**src/rtl/sodor_instr_sched_pkg.sv**
```systemverilog
// Shared types and constants for the sodor5 instruction-stream scheduler.
package sodor_sched_pkg;

    typedef enum logic [2:0] {
        IDLE,
        INIT,
        RUN,
        DRAIN,
        DONE
    } sched_state_e;

    localparam logic [31:0] NOP_INSTR = 32'h0000_0013;
    localparam logic [6:0]  OPC_RTYPE = 7'b0110011;
    localparam logic [6:0]  OPC_LOAD  = 7'b0000011;

endpackage

```
**src/rtl/sodor_instr_sched_if.sv**
```systemverilog
// Requester handshakes and the core-side instruction slot of the scheduler.
interface sodor_instr_sched_if;

    logic        a_valid;
    logic [31:0] a_instr;
    logic        a_ready;
    logic        b_valid;
    logic [31:0] b_instr;
    logic        b_ready;
    logic        core_stall;
    logic [31:0] instr;
    logic        instr_valid;

    modport master (
        output a_valid, a_instr, b_valid, b_instr, core_stall,
        input  a_ready, b_ready, instr, instr_valid
    );

    modport slave (
        input  a_valid, a_instr, b_valid, b_instr, core_stall,
        output a_ready, b_ready, instr, instr_valid
    );

endinterface

```
**src/rtl/sodor_instr_sched_arb.sv**
```systemverilog
// Two-requester round-robin arbiter; bit 0 is requester A, bit 1 is requester B.
module sodor_rr_arb2 (
    input  logic       clk,
    input  logic       reset,
    input  logic [1:0] valid_i,
    input  logic       en_i,
    output logic [1:0] grant_o
);

    // ptr_q == 0 favours A on a tie; it always points away from the last grant.
    logic ptr_q, ptr_d;

    always_comb begin
        grant_o = 2'b00;
        ptr_d   = ptr_q;
        if (en_i) begin
            if (valid_i == 2'b11) begin
                grant_o = ptr_q ? 2'b10 : 2'b01;
            end else begin
                grant_o = valid_i;
            end
            if (grant_o[0]) begin
                ptr_d = 1'b1;
            end else if (grant_o[1]) begin
                ptr_d = 1'b0;
            end
        end
    end

    always_ff @(posedge clk or negedge reset) begin
        if (!reset) begin
            ptr_q <= 1'b0;
        end else begin
            ptr_q <= ptr_d;
        end
    end

endmodule

```
**src/rtl/sodor_instr_sched.sv**
```systemverilog
// Schedules requesters A/B into the core's single instruction slot, with init
// hold-off, NOP bubbles and a pipeline-flushing drain at the end of each run.
module sodor_instr_sched
    import sodor_sched_pkg::*;
#(
    parameter int INIT_CYCLES = 3,
    parameter int DRAIN_NOPS  = 5,
    parameter int CNT_W       = 16
) (
    input  logic                 clk,
    input  logic                 reset,
    input  logic                 start,
    input  logic [CNT_W-1:0]     run_len,
    sodor_instr_sched_if.slave   bus,
    output logic                 core_reset,
    output logic                 busy,
    output logic                 done,
    output logic [CNT_W-1:0]     issued_cnt,
    output logic [CNT_W-1:0]     bubble_cnt
);

    localparam int INIT_W  = $clog2(INIT_CYCLES + 1);
    localparam int DRAIN_W = $clog2(DRAIN_NOPS + 1);

    sched_state_e     state_q, state_d;
    logic [CNT_W-1:0] run_len_q, run_len_d;
    logic [CNT_W-1:0] issued_q, issued_d;
    logic [CNT_W-1:0] bubble_q, bubble_d;
    logic [CNT_W-1:0] issued_inc;
    logic [INIT_W-1:0]  init_q, init_d;
    logic [DRAIN_W-1:0] drain_q, drain_d;
    logic [31:0]      instr_q, instr_d;
    logic             vld_q, vld_d;
    logic             arb_en;
    logic [1:0]       grant;

    assign arb_en     = (state_q == RUN) && !bus.core_stall;
    assign issued_inc = issued_q + 1'b1;

    sodor_rr_arb2 u_arb (
        .clk     (clk),
        .reset   (reset),
        .valid_i ({bus.b_valid, bus.a_valid}),
        .en_i    (arb_en),
        .grant_o (grant)
    );

    assign bus.a_ready     = grant[0];
    assign bus.b_ready     = grant[1];
    assign bus.instr       = instr_q;
    assign bus.instr_valid = vld_q;
    assign core_reset      = (state_q == IDLE) || (state_q == INIT);
    assign busy            = (state_q != IDLE);
    assign done            = (state_q == DONE);
    assign issued_cnt      = issued_q;
    assign bubble_cnt      = bubble_q;

    always_comb begin
        state_d   = state_q;
        run_len_d = run_len_q;
        issued_d  = issued_q;
        bubble_d  = bubble_q;
        init_d    = init_q;
        drain_d   = drain_q;
        instr_d   = instr_q;
        vld_d     = vld_q;
        case (state_q)
            IDLE: begin
                instr_d = NOP_INSTR;
                vld_d   = 1'b0;
                if (start) begin
                    run_len_d = run_len;
                    issued_d  = '0;
                    bubble_d  = '0;
                    init_d    = '0;
                    drain_d   = '0;
                    state_d   = INIT;
                end
            end
            INIT: begin
                instr_d = NOP_INSTR;
                vld_d   = 1'b0;
                if (init_q == INIT_W'(INIT_CYCLES - 1)) begin
                    state_d = (run_len_q == '0) ? DRAIN : RUN;
                end else begin
                    init_d = init_q + 1'b1;
                end
            end
            RUN: begin
                if (!bus.core_stall) begin
                    vld_d = 1'b1;
                    if (grant[0]) begin
                        instr_d  = bus.a_instr;
                        issued_d = issued_inc;
                    end else if (grant[1]) begin
                        instr_d  = bus.b_instr;
                        issued_d = issued_inc;
                    end else begin
                        instr_d = NOP_INSTR;
                        if (bubble_q != '1) begin
                            bubble_d = bubble_q + 1'b1;
                        end
                    end
                    if ((grant != 2'b00) && (issued_inc == run_len_q)) begin
                        state_d = DRAIN;
                    end
                end
            end
            DRAIN: begin
                // The final drain NOP stays on the slot until the core takes it.
                if (!bus.core_stall) begin
                    instr_d = NOP_INSTR;
                    if (drain_q == DRAIN_W'(DRAIN_NOPS)) begin
                        vld_d   = 1'b0;
                        state_d = DONE;
                    end else begin
                        vld_d   = 1'b1;
                        drain_d = drain_q + 1'b1;
                    end
                end
            end
            DONE: begin
                instr_d = NOP_INSTR;
                vld_d   = 1'b0;
                state_d = IDLE;
            end
            default: begin
                state_d = IDLE;
            end
        endcase
    end

    always_ff @(posedge clk or negedge reset) begin
        if (!reset) begin
            state_q  <= IDLE;
            issued_q <= '0;
            bubble_q <= '0;
            init_q   <= '0;
            drain_q  <= '0;
            instr_q  <= NOP_INSTR;
            vld_q    <= 1'b0;
        end else begin
            state_q  <= state_d;
            issued_q <= issued_d;
            bubble_q <= bubble_d;
            init_q   <= init_d;
            drain_q  <= drain_d;
            instr_q  <= instr_d;
            vld_q    <= vld_d;
        end
    end

    always_ff @(posedge clk) begin
        run_len_q <= run_len_d;
    end

endmodule

```
**src/flat_wrapper.sv**
```systemverilog
// flat-port wrapper written by rule: the top's interface ports become plain ports
module sodor_instr_sched_flat import sodor_sched_pkg::*;
#(
    parameter int INIT_CYCLES = 3,
    parameter int DRAIN_NOPS  = 5,
    parameter int CNT_W       = 16
)
  (clk, reset, start, run_len, core_reset, busy, done, issued_cnt, bubble_cnt, bus_a_valid, bus_a_instr, bus_b_valid, bus_b_instr, bus_core_stall, bus_a_ready, bus_b_ready, bus_instr, bus_instr_valid);
  sodor_instr_sched_if bus_i ();
  input  logic clk;
  input  logic reset;
  input  logic start;
  input  logic [CNT_W-1:0] run_len;
  output logic core_reset;
  output logic busy;
  output logic done;
  output logic [CNT_W-1:0] issued_cnt;
  output logic [CNT_W-1:0] bubble_cnt;
  input wire logic [$bits(bus_i.a_valid)-1:0] bus_a_valid;
  input wire logic [$bits(bus_i.a_instr)-1:0] bus_a_instr;
  input wire logic [$bits(bus_i.b_valid)-1:0] bus_b_valid;
  input wire logic [$bits(bus_i.b_instr)-1:0] bus_b_instr;
  input wire logic [$bits(bus_i.core_stall)-1:0] bus_core_stall;
  output wire logic [$bits(bus_i.a_ready)-1:0] bus_a_ready;
  output wire logic [$bits(bus_i.b_ready)-1:0] bus_b_ready;
  output wire logic [$bits(bus_i.instr)-1:0] bus_instr;
  output wire logic [$bits(bus_i.instr_valid)-1:0] bus_instr_valid;
  assign bus_i.a_valid = bus_a_valid;
  assign bus_i.a_instr = bus_a_instr;
  assign bus_i.b_valid = bus_b_valid;
  assign bus_i.b_instr = bus_b_instr;
  assign bus_i.core_stall = bus_core_stall;
  assign bus_a_ready = bus_i.a_ready;
  assign bus_b_ready = bus_i.b_ready;
  assign bus_instr = bus_i.instr;
  assign bus_instr_valid = bus_i.instr_valid;
  sodor_instr_sched #(.INIT_CYCLES(INIT_CYCLES), .DRAIN_NOPS(DRAIN_NOPS), .CNT_W(CNT_W)) u_core (.clk(clk), .reset(reset), .start(start), .run_len(run_len), .bus(bus_i), .core_reset(core_reset), .busy(busy), .done(done), .issued_cnt(issued_cnt), .bubble_cnt(bubble_cnt));
endmodule
```
**config.mk**
```make
export PLATFORM = sky130hd
export DESIGN_NAME = sodor_instr_sched_flat
export DESIGN_NICKNAME = d
export VERILOG_FILES = /design/src/rtl/sodor_instr_sched_pkg.sv /design/src/rtl/sodor_instr_sched_if.sv /design/src/rtl/sodor_instr_sched_arb.sv /design/src/rtl/sodor_instr_sched.sv /design/src/flat_wrapper.sv
export SDC_FILE = /design/constraint.sdc
export NUM_CORES = 1
export LEC_CHECK = 0
export CAP_MARGIN = 20
export CORE_ASPECT_RATIO = 1.4
export CORE_MARGIN = 2
export CORE_UTILIZATION = 25
export DETAILED_ROUTE_END_ITERATION = 10
export HOLD_SLACK_MARGIN = 0.08
export PLACE_DENSITY = 0.59
export SYNTH_ARGS = -nofsm -noshare
export SYNTH_HDL_FRONTEND = slang
export SYNTH_SLANG_ARGS = --single-unit
```
**constraint.sdc**
```tcl
create_clock -name clk -period 2.5 [get_ports clk]
set_input_delay 0.75 -clock clk [delete_from_list [all_inputs] [get_ports clk]]
set_output_delay 0.75 -clock clk [all_outputs]
set_load 0.05 [all_outputs]
```
# Yosys cells after proc, flatten, opt, wreduce, memory -nomap -nowiden
# Cells that the tools add are included.
# Widths: inputs -> output; s select.
# totals
latch_bits	0
ram_bits	0
mem_count	0
wordCells	96
input_bits	86
rom_bits	0
reg_bits	90
output_inout_bits	70
# op_classes
n_lt_le_gt_ge	0
mux	40
addsub	4
n_reduce_logical	22
n_mul	0
n_bitwise	0
n_shift	0
eq_ne	21
n_div	0
# ops
operator	n
$mux 16	8
$mux 32	4
$pmux 32 s3	1
$pmux 16 s2	2
$add 16x1->16 const B	2
$mux 3	9
$ne 2x2->1 const B	10
$eq 16x16->1	1
$logic_not 16->1	1
$ne 16x16->1 const B	1
$mux 2	6
$pmux 3 s4	1
$reduce_and 6->1	2
$reduce_bool 2->1	5
$reduce_and 4->1	2
$eq 3x2->1 const B	2
$eq 3x3->1 const B	2
$mux 1	6
$pmux 3 s2	1
$reduce_and 3->1	2
$reduce_bool 3->1	2
$eq 2x2->1 const B	2
$pmux 2 s2	1
$reduce_and 2->1	2
11 further kinds	12

# Longest topological paths before layout
# depth
depth_word	9
ltp_mapped	8

# By module
# A second synthesis with hierarchy kept.
# hier_totals
cells_unflattened	486
hier_area_um2	4653.2
# modules_own_cells
mod	area_each_um2	cells_per_inst	n_inst	seq_area_each_um2
sodor_instr_sched	4591.9	478	1	2311.0
sodor_rr_arb2	61.3	8	1	25.0

# Worst setup path after synthesis
# No wires, ideal clock.
# synth_timing
kind	in2out
from	in bus_core_stall
to	out bus_a_ready
path_slack_ns	-0.522
arrival_time_ns	2.272
stages	4
n_path_buf	2
required_time_ns	1.750
path_cell_list	or4b_1 buf_2 clkbuf_1 nor2_1
# synth_between
elab_chain_len	3
# synth_rtl
item	line	source
start: declaration	flat_wrapper.sv:23	input wire logic [$bits(bus_i.core_stall)-1:0] bus_core_stall;
$logic_not 1->1	sodor_instr_sched.sv:37	assign arb_en = (state_q == RUN) && !bus.core_stall;
$logic_and 1x1->1	sodor_instr_sched.sv:37	
$mux 2	sodor_instr_sched_arb.sv:16	if (en_i) begin
end: declaration	flat_wrapper.sv:24	output wire logic [$bits(bus_i.a_ready)-1:0] bus_a_ready;
# Every way passes these cells.

# Final worst setup path
# layout_timing
from	in bus_core_stall
to	out bus_b_ready
# layout_between
elab_chain_len	3
# layout_rtl
item	line	source
$logic_not 1->1	sodor_instr_sched.sv:37	
$logic_and 1x1->1	sodor_instr_sched.sv:37	
$mux 2	sodor_instr_sched_arb.sv:16	
end: declaration	flat_wrapper.sv:25	output wire logic [$bits(bus_i.b_ready)-1:0] bus_b_ready;
# Every way passes these cells.

==> results.yml <==
grt:
  grt_pass1_vias: 4220
  grt_max_degree: 39
  overflow: 0
  antenna_found_initial: 0
  grt_use_total: 0.1488
  grt_pass1_wl_um: 22650
power_and_ir_drop:
  switching_share: 0.3882
  p_int_mw: 3.451
  vdd_ir_drop_max_uv: 326.3
  totalPowerFinal_mw: 5.641
  p_sw_mw: 2.190
  clockPowerShare: 0.242
  seqPwrFrac: 0.346
  p_leak_nw: 2.785
  powerDensity_nw_per_um2: 793.7
  pwr-share-comb: 0.412
timing:
  setup_slack_ns: 0.03171
  worst_slew_pin_slew_ns: 0.6033
  setup_viol: 0
  min_period_ns: 2.468
  rsz0062_at_grt: "no"
  min_period_over_period: 0.9873
  finalHoldViolations: 0
  slew_viol_final: 0
  max_freq_mhz: 405.1
  slew_headroom: 0.5941
  fin_skew_ns: 0.009928
  holdWs_ns: 0.3708
setup_path:
  cp-start-kind: "input port"
  crit_path_end_kind: "output port"
  worstPathRequired_ns: 1.75
  cp.arrival_ns: 1.72
  cp_max_fo: 3
  path_class: "input port to output port"
floorplan:
  fp.dieH_um: 165.3
  ioPinCount: 156
  die_x_um: 119.2
  dieArea_um2: 19700
  placementRows: 59
  start_util: 0.2527
  coreArea_um2: 18380
synth:
  synth_edf_count: 16
  avgSynthCellArea_um2: 9.421
  yosys.area.top_type_share: 0.3825
  syn_nets: 584
  yosysWarningCount: 0
  synthCells: 493
  yosysMostFrequentCell: "dfrtp_1"
  ys_seq_elements: 90
  synthArstFlopShare: 0.8222
  syn_area_um2: 4644
  yosys.area.top_type: "dfrtp_1"
  yosys_most_used_dff: "dfrtp_1"
  synth_area_leaders: "dfrtp_1 (38%), edfxtp_1 (10%), o21ai_0 (6.7%)"
  ys_seq_area_frac: 0.5030
  ys_types: 52
  netlist_top_cells_count: "dfrtp_1 (71), o21ai_0 (62), nand2_1 (59)"
drt:
  wl_met3_um: 561
  drcViolationCount: 0
  route.top_layer_used: "met4"
  drt_iter0_markers: 185
  drt_wl_total_um: 14890
  viasPerCell: 4.735
  dr_total_vias: 4356
  wl_per_cell_um: 16.19
  dr.pass1.iters: 4
  met1_length_um: 5946
  wl_met2_um: 7875
  final_antenna_net_count: 0
clock_network:
  cts_hold_buf: 0
  htree_levels: 3
  cts_tree: "built"
  clock_latency_ns: 0.35
  cts.sinks: 90
  clock_path_buffers: 2
  cts-root-buf: "clkbuf_16"
  numCtsBuffers: 9
  clk_transition_reported_paths_ns: 0.06
layout:
  n_fill_cell: 1784
  final_core_utilization: 0.3866
  drive_above_1_share: 0.1346
  multiInputGateArea_um2: 2198
  nets: 762
  area_growth_pct: 53.02
  seq_area_um2: 2337
  antenna_cells: 0
placed_design:
  gp_congestion: 0.8844
  port_buffers: 155
  dp_slack_ns: -0.4151
  dpl.hpwl_um: 11500
status:
  status: "completed"
min_path:
  hp-class: "input port to asynchronous set/reset pin"
flow_run:
  cap_violations: 0
## kinds of logic (layout without fill, tap and decap cells)
logic type / Yosys count / in the layout / synth area share
flops: 90 / 90 / 0.5030
fa+ha+maj: 5 / 5 / 0.01347
compound gates: 139 / 139 / 0.1867
simple gates: 186 / 186 / 0.1969
xor+xnor: 36 / 36 / 0.06789
buf+inv: 37 / 220 / 0.03206
## worst max-delay path, stage by stage
cell and delay, ns:
buf_6 0.10, or4b_4 0.59, nor2_4 0.13, buf_12 0.14
## routing by layer
| layer | GRT usage | vias up |
|---|---|---|
| met5 | 0 | - |
| met4 | 0.07143 | 0 |
| met3 | 0.03056 | 31 |
| met2 | 0.2612 | 90 |
| met1 | 0.1734 | 2105 |
| li1 | - | 2130 |
## stage by stage
step                      TNS (ns)  instances  cell area [um^2]
after floorplan           -0.06883        493              4686
after global routing             0        920              7107
after CTS                        0        920              7104
after global placement      -7.202        902              6792
after detailed placement    -8.141        902              6792
final                            0        920              7107
## cells in the final DEF (no fill, tap or decap), drive strengths merged, types with 10 or more instances in the layout
cell           netlist  layout
a21oi               14      14
a22oi               29      29
buf                  8      55
clkbuf              19      10
clkdlybuf4s50        0     136
dfrtp               71      71
edfxtp              16      16
inv                 10      12
nand2               59      59
nand3               19      19
nor2                48      48
nor3                14      14
o21ai               63      63
xnor2               32      32
## cell type report
cell class,count,share of cell area
multi-input cells,366,0.3093
clock buffers,10,0.03222
well taps,244,0.04296
clock inverters,6,0.009331
flip-flops and latches,90,0.3289
repair buffers,194,0.2720
inverters,10,0.005282
## repair_timing
action,CTS,global route
pin swaps,2,2
gates resized for setup,9,1
buffers inserted,2,0
setup endpoints to repair,5,3
## registers in the layout, indices dropped and copies added (netlist names)
signal and count:
u_core.bus.instr 32, u_core.u_arb.ptr_q 1, u_core.init_q 2, u_core.bubble_cnt 16
u_core.bus.instr_valid 1, u_core.issued_cnt 16, u_core.state_q 3, u_core.run_len_q 16
u_core.drain_q 3
## worst paths after layout
check	startpoint	to	slack, ns	cells after the start
worst max-delay path	bus_core_stall	bus_b_ready	0.03	4
worst min-delay path	reset	u_core.bus.instr[23]	0.37	1
worst max register to register	u_core.state_q[0]	u_core.bubble_cnt[15]	0.22	8
worst min register to register	u_core.bus.instr[27]	u_core.bus.instr[27]	0.48	2
max in group asynchronous	reset	u_core.state_q[0]	1.52	2
min in group clk	u_core.bus.instr[27]	u_core.bus.instr[27]	0.48	2
## power groups by stage
stage / registers [mW] / clock network, mW / logic [mW]
after floorplan: 2.39 / 0 / 0.933
after global placement: 1.96 / 0 / 2.30
after detailed placement: 1.98 / 0 / 2.34
after CTS: 1.95 / 1.42 / 2.36
after global routing: 1.99 / 1.48 / 2.50
final: 1.95 / 1.37 / 2.32
No activity file was read; power rests on OpenSTA's default activity.
==> variant (same flow settings) <==
`CNT_W` is set to 16 in 2 places; all go to 32.
--- a/src/rtl/sodor_instr_sched.sv
+++ b/src/rtl/sodor_instr_sched.sv
@@ -7,3 +7,3 @@
     parameter int DRAIN_NOPS  = 5,
-    parameter int CNT_W       = 16
+    parameter int CNT_W       = 32
 ) (
--- a/src/flat_wrapper.sv
+++ b/src/flat_wrapper.sv
@@ -5,3 +5,3 @@
     parameter int DRAIN_NOPS  = 5,
-    parameter int CNT_W       = 16
+    parameter int CNT_W       = 32
 )
Ports: changed (resized bubble_cnt, issued_cnt and run_len); port bits go from 156 to 204. The function was not compared with the original's and may differ.
==> variant against the unedited design <==
Cell count increased by 54%; largest cell class unchanged; setup slack got worse by 0.15 ns; critical endpoint unchanged; the flow now finishes with violations (negative setup slack); die area grew 57%; synthesized cell count rose by 50%; design area rose by 60%; first-iteration DRC count increased to 3.6 times the old value; synthesized area is 58% higher; critical path type is now reg2out; sequential cell count rose by 48; power rose by 49%; maximum frequency fell by 5.7%; wire length rose by 74%.
==> variant: results <==
set metrics [dict create \
    status "complete, but fails checks" \
    violations "negative setup slack" \
    reg2reg_slack_ns -0.11 \
    wl_met3_mm 1.11 \
    async_reset_ff_share_pct 76.8 \
    finalWorstSetupSlack_ns -0.118 \
    p_leak_nw 5.04 \
    dr.pass1.iters 9 \
    netSwitchingPower_w 0.00303 \
    synth-compound-area-share_pct 14.8 \
    maxSlewHeadroom_pct 40.1 \
    synth-edff-count 32 \
    synth_area_leaders "dfrtp_1 (35%), edfxtp_1 (13%), xnor2_1 (5.0%), o21ai_0 (4.1%), a222oi_1 (3.9%)" \
    wl_met2_mm 13.9 \
    syn_area_um2 7360 \
    muxShareOfSynthArea_pct 0.986 \
    clock_latency_ns 0.43 \
    met1_length_mm 10.1 \
    grt_max_degree 43 \
    place_congestion 0.813 \
    buffer_area_share_pct 25.8 \
    swShare_pct 36.0 \
    routed-via-count 6910 \
    netlist_instances 740 \
    gr-usage-met2_pct 29.4 \
    inv_count 42 \
    slowest_stage "dfrtp_1" \
    syn_nets 847 \
    clock_area_share_pct 5.38 \
    nClkBuffers 19 \
    drt_iter0_drc 657 \
    post-place-cells 1368 \
    ff_latch_area_um2 3640 \
    synth_xor_area_share_pct 8.45 \
    antenna_found_initial 1 \
    vdd_drop_max_uv 808 \
    num_antenna_cells 1 \
    synthTopCellsByCount "dfrtp_1 (103), o21ai_0 (60), nor2_1 (56)" \
    gr-usage-met1_pct 19.4 \
    avgViaCountPerCell 4.87 \
    cts.htree.levels 4 \
    multi_input_gates 517 \
    clkSinkCount 138 \
    grtUsageMet3_pct 3.22 \
    sequentialPower_w 0.00288 \
    nNonClkBuffers 310 \
    fin_worst_skew_ns 0.0108 \
    place_ws_ns -0.571 \
    wirelength_mm 25.9 \
    finalSetupViolCount 3 \
    cts-resized-gates 32 \
    fin_area_um2 11400 \
    cts_buffers 17 \
    fill_cells 2920 \
    finalSetupTns_ns -0.340 \
    pg_clk_w 0.00265 \
]
==> variant: changes by cell type after synthesis, sizes merged, moves of 10 or more <==
cell    delta
a21oi     +21
nand4     +21
nand3     +13
inv       +32
xnor2     +10
edfxtp    +16
nor4      +15
o31ai     +12
a22oi     -29
nand2     -12
a222oi    +29
dfrtp     +32
xor2      +25
==> variant: final timing paths <==
| kind | from | endpoint | depth (start not counted) |
|---|---|---|---|
| min in group clk | u_core.bus.instr[7] | u_core.bus.instr[7] | 2 |
| max in group asynchronous | reset | u_core.bubble_cnt[18] | 3 |
| setup reg to reg | u_core.issued_cnt[0] | u_core.state_q[0] | 8 |
| hold reg to reg | u_core.bus.instr[7] | u_core.bus.instr[7] | 2 |
| hold / removal | reset | u_core.issued_cnt[17] | 1 |
| setup / recovery | u_core.state_q[2] | bus_b_ready | 7 |
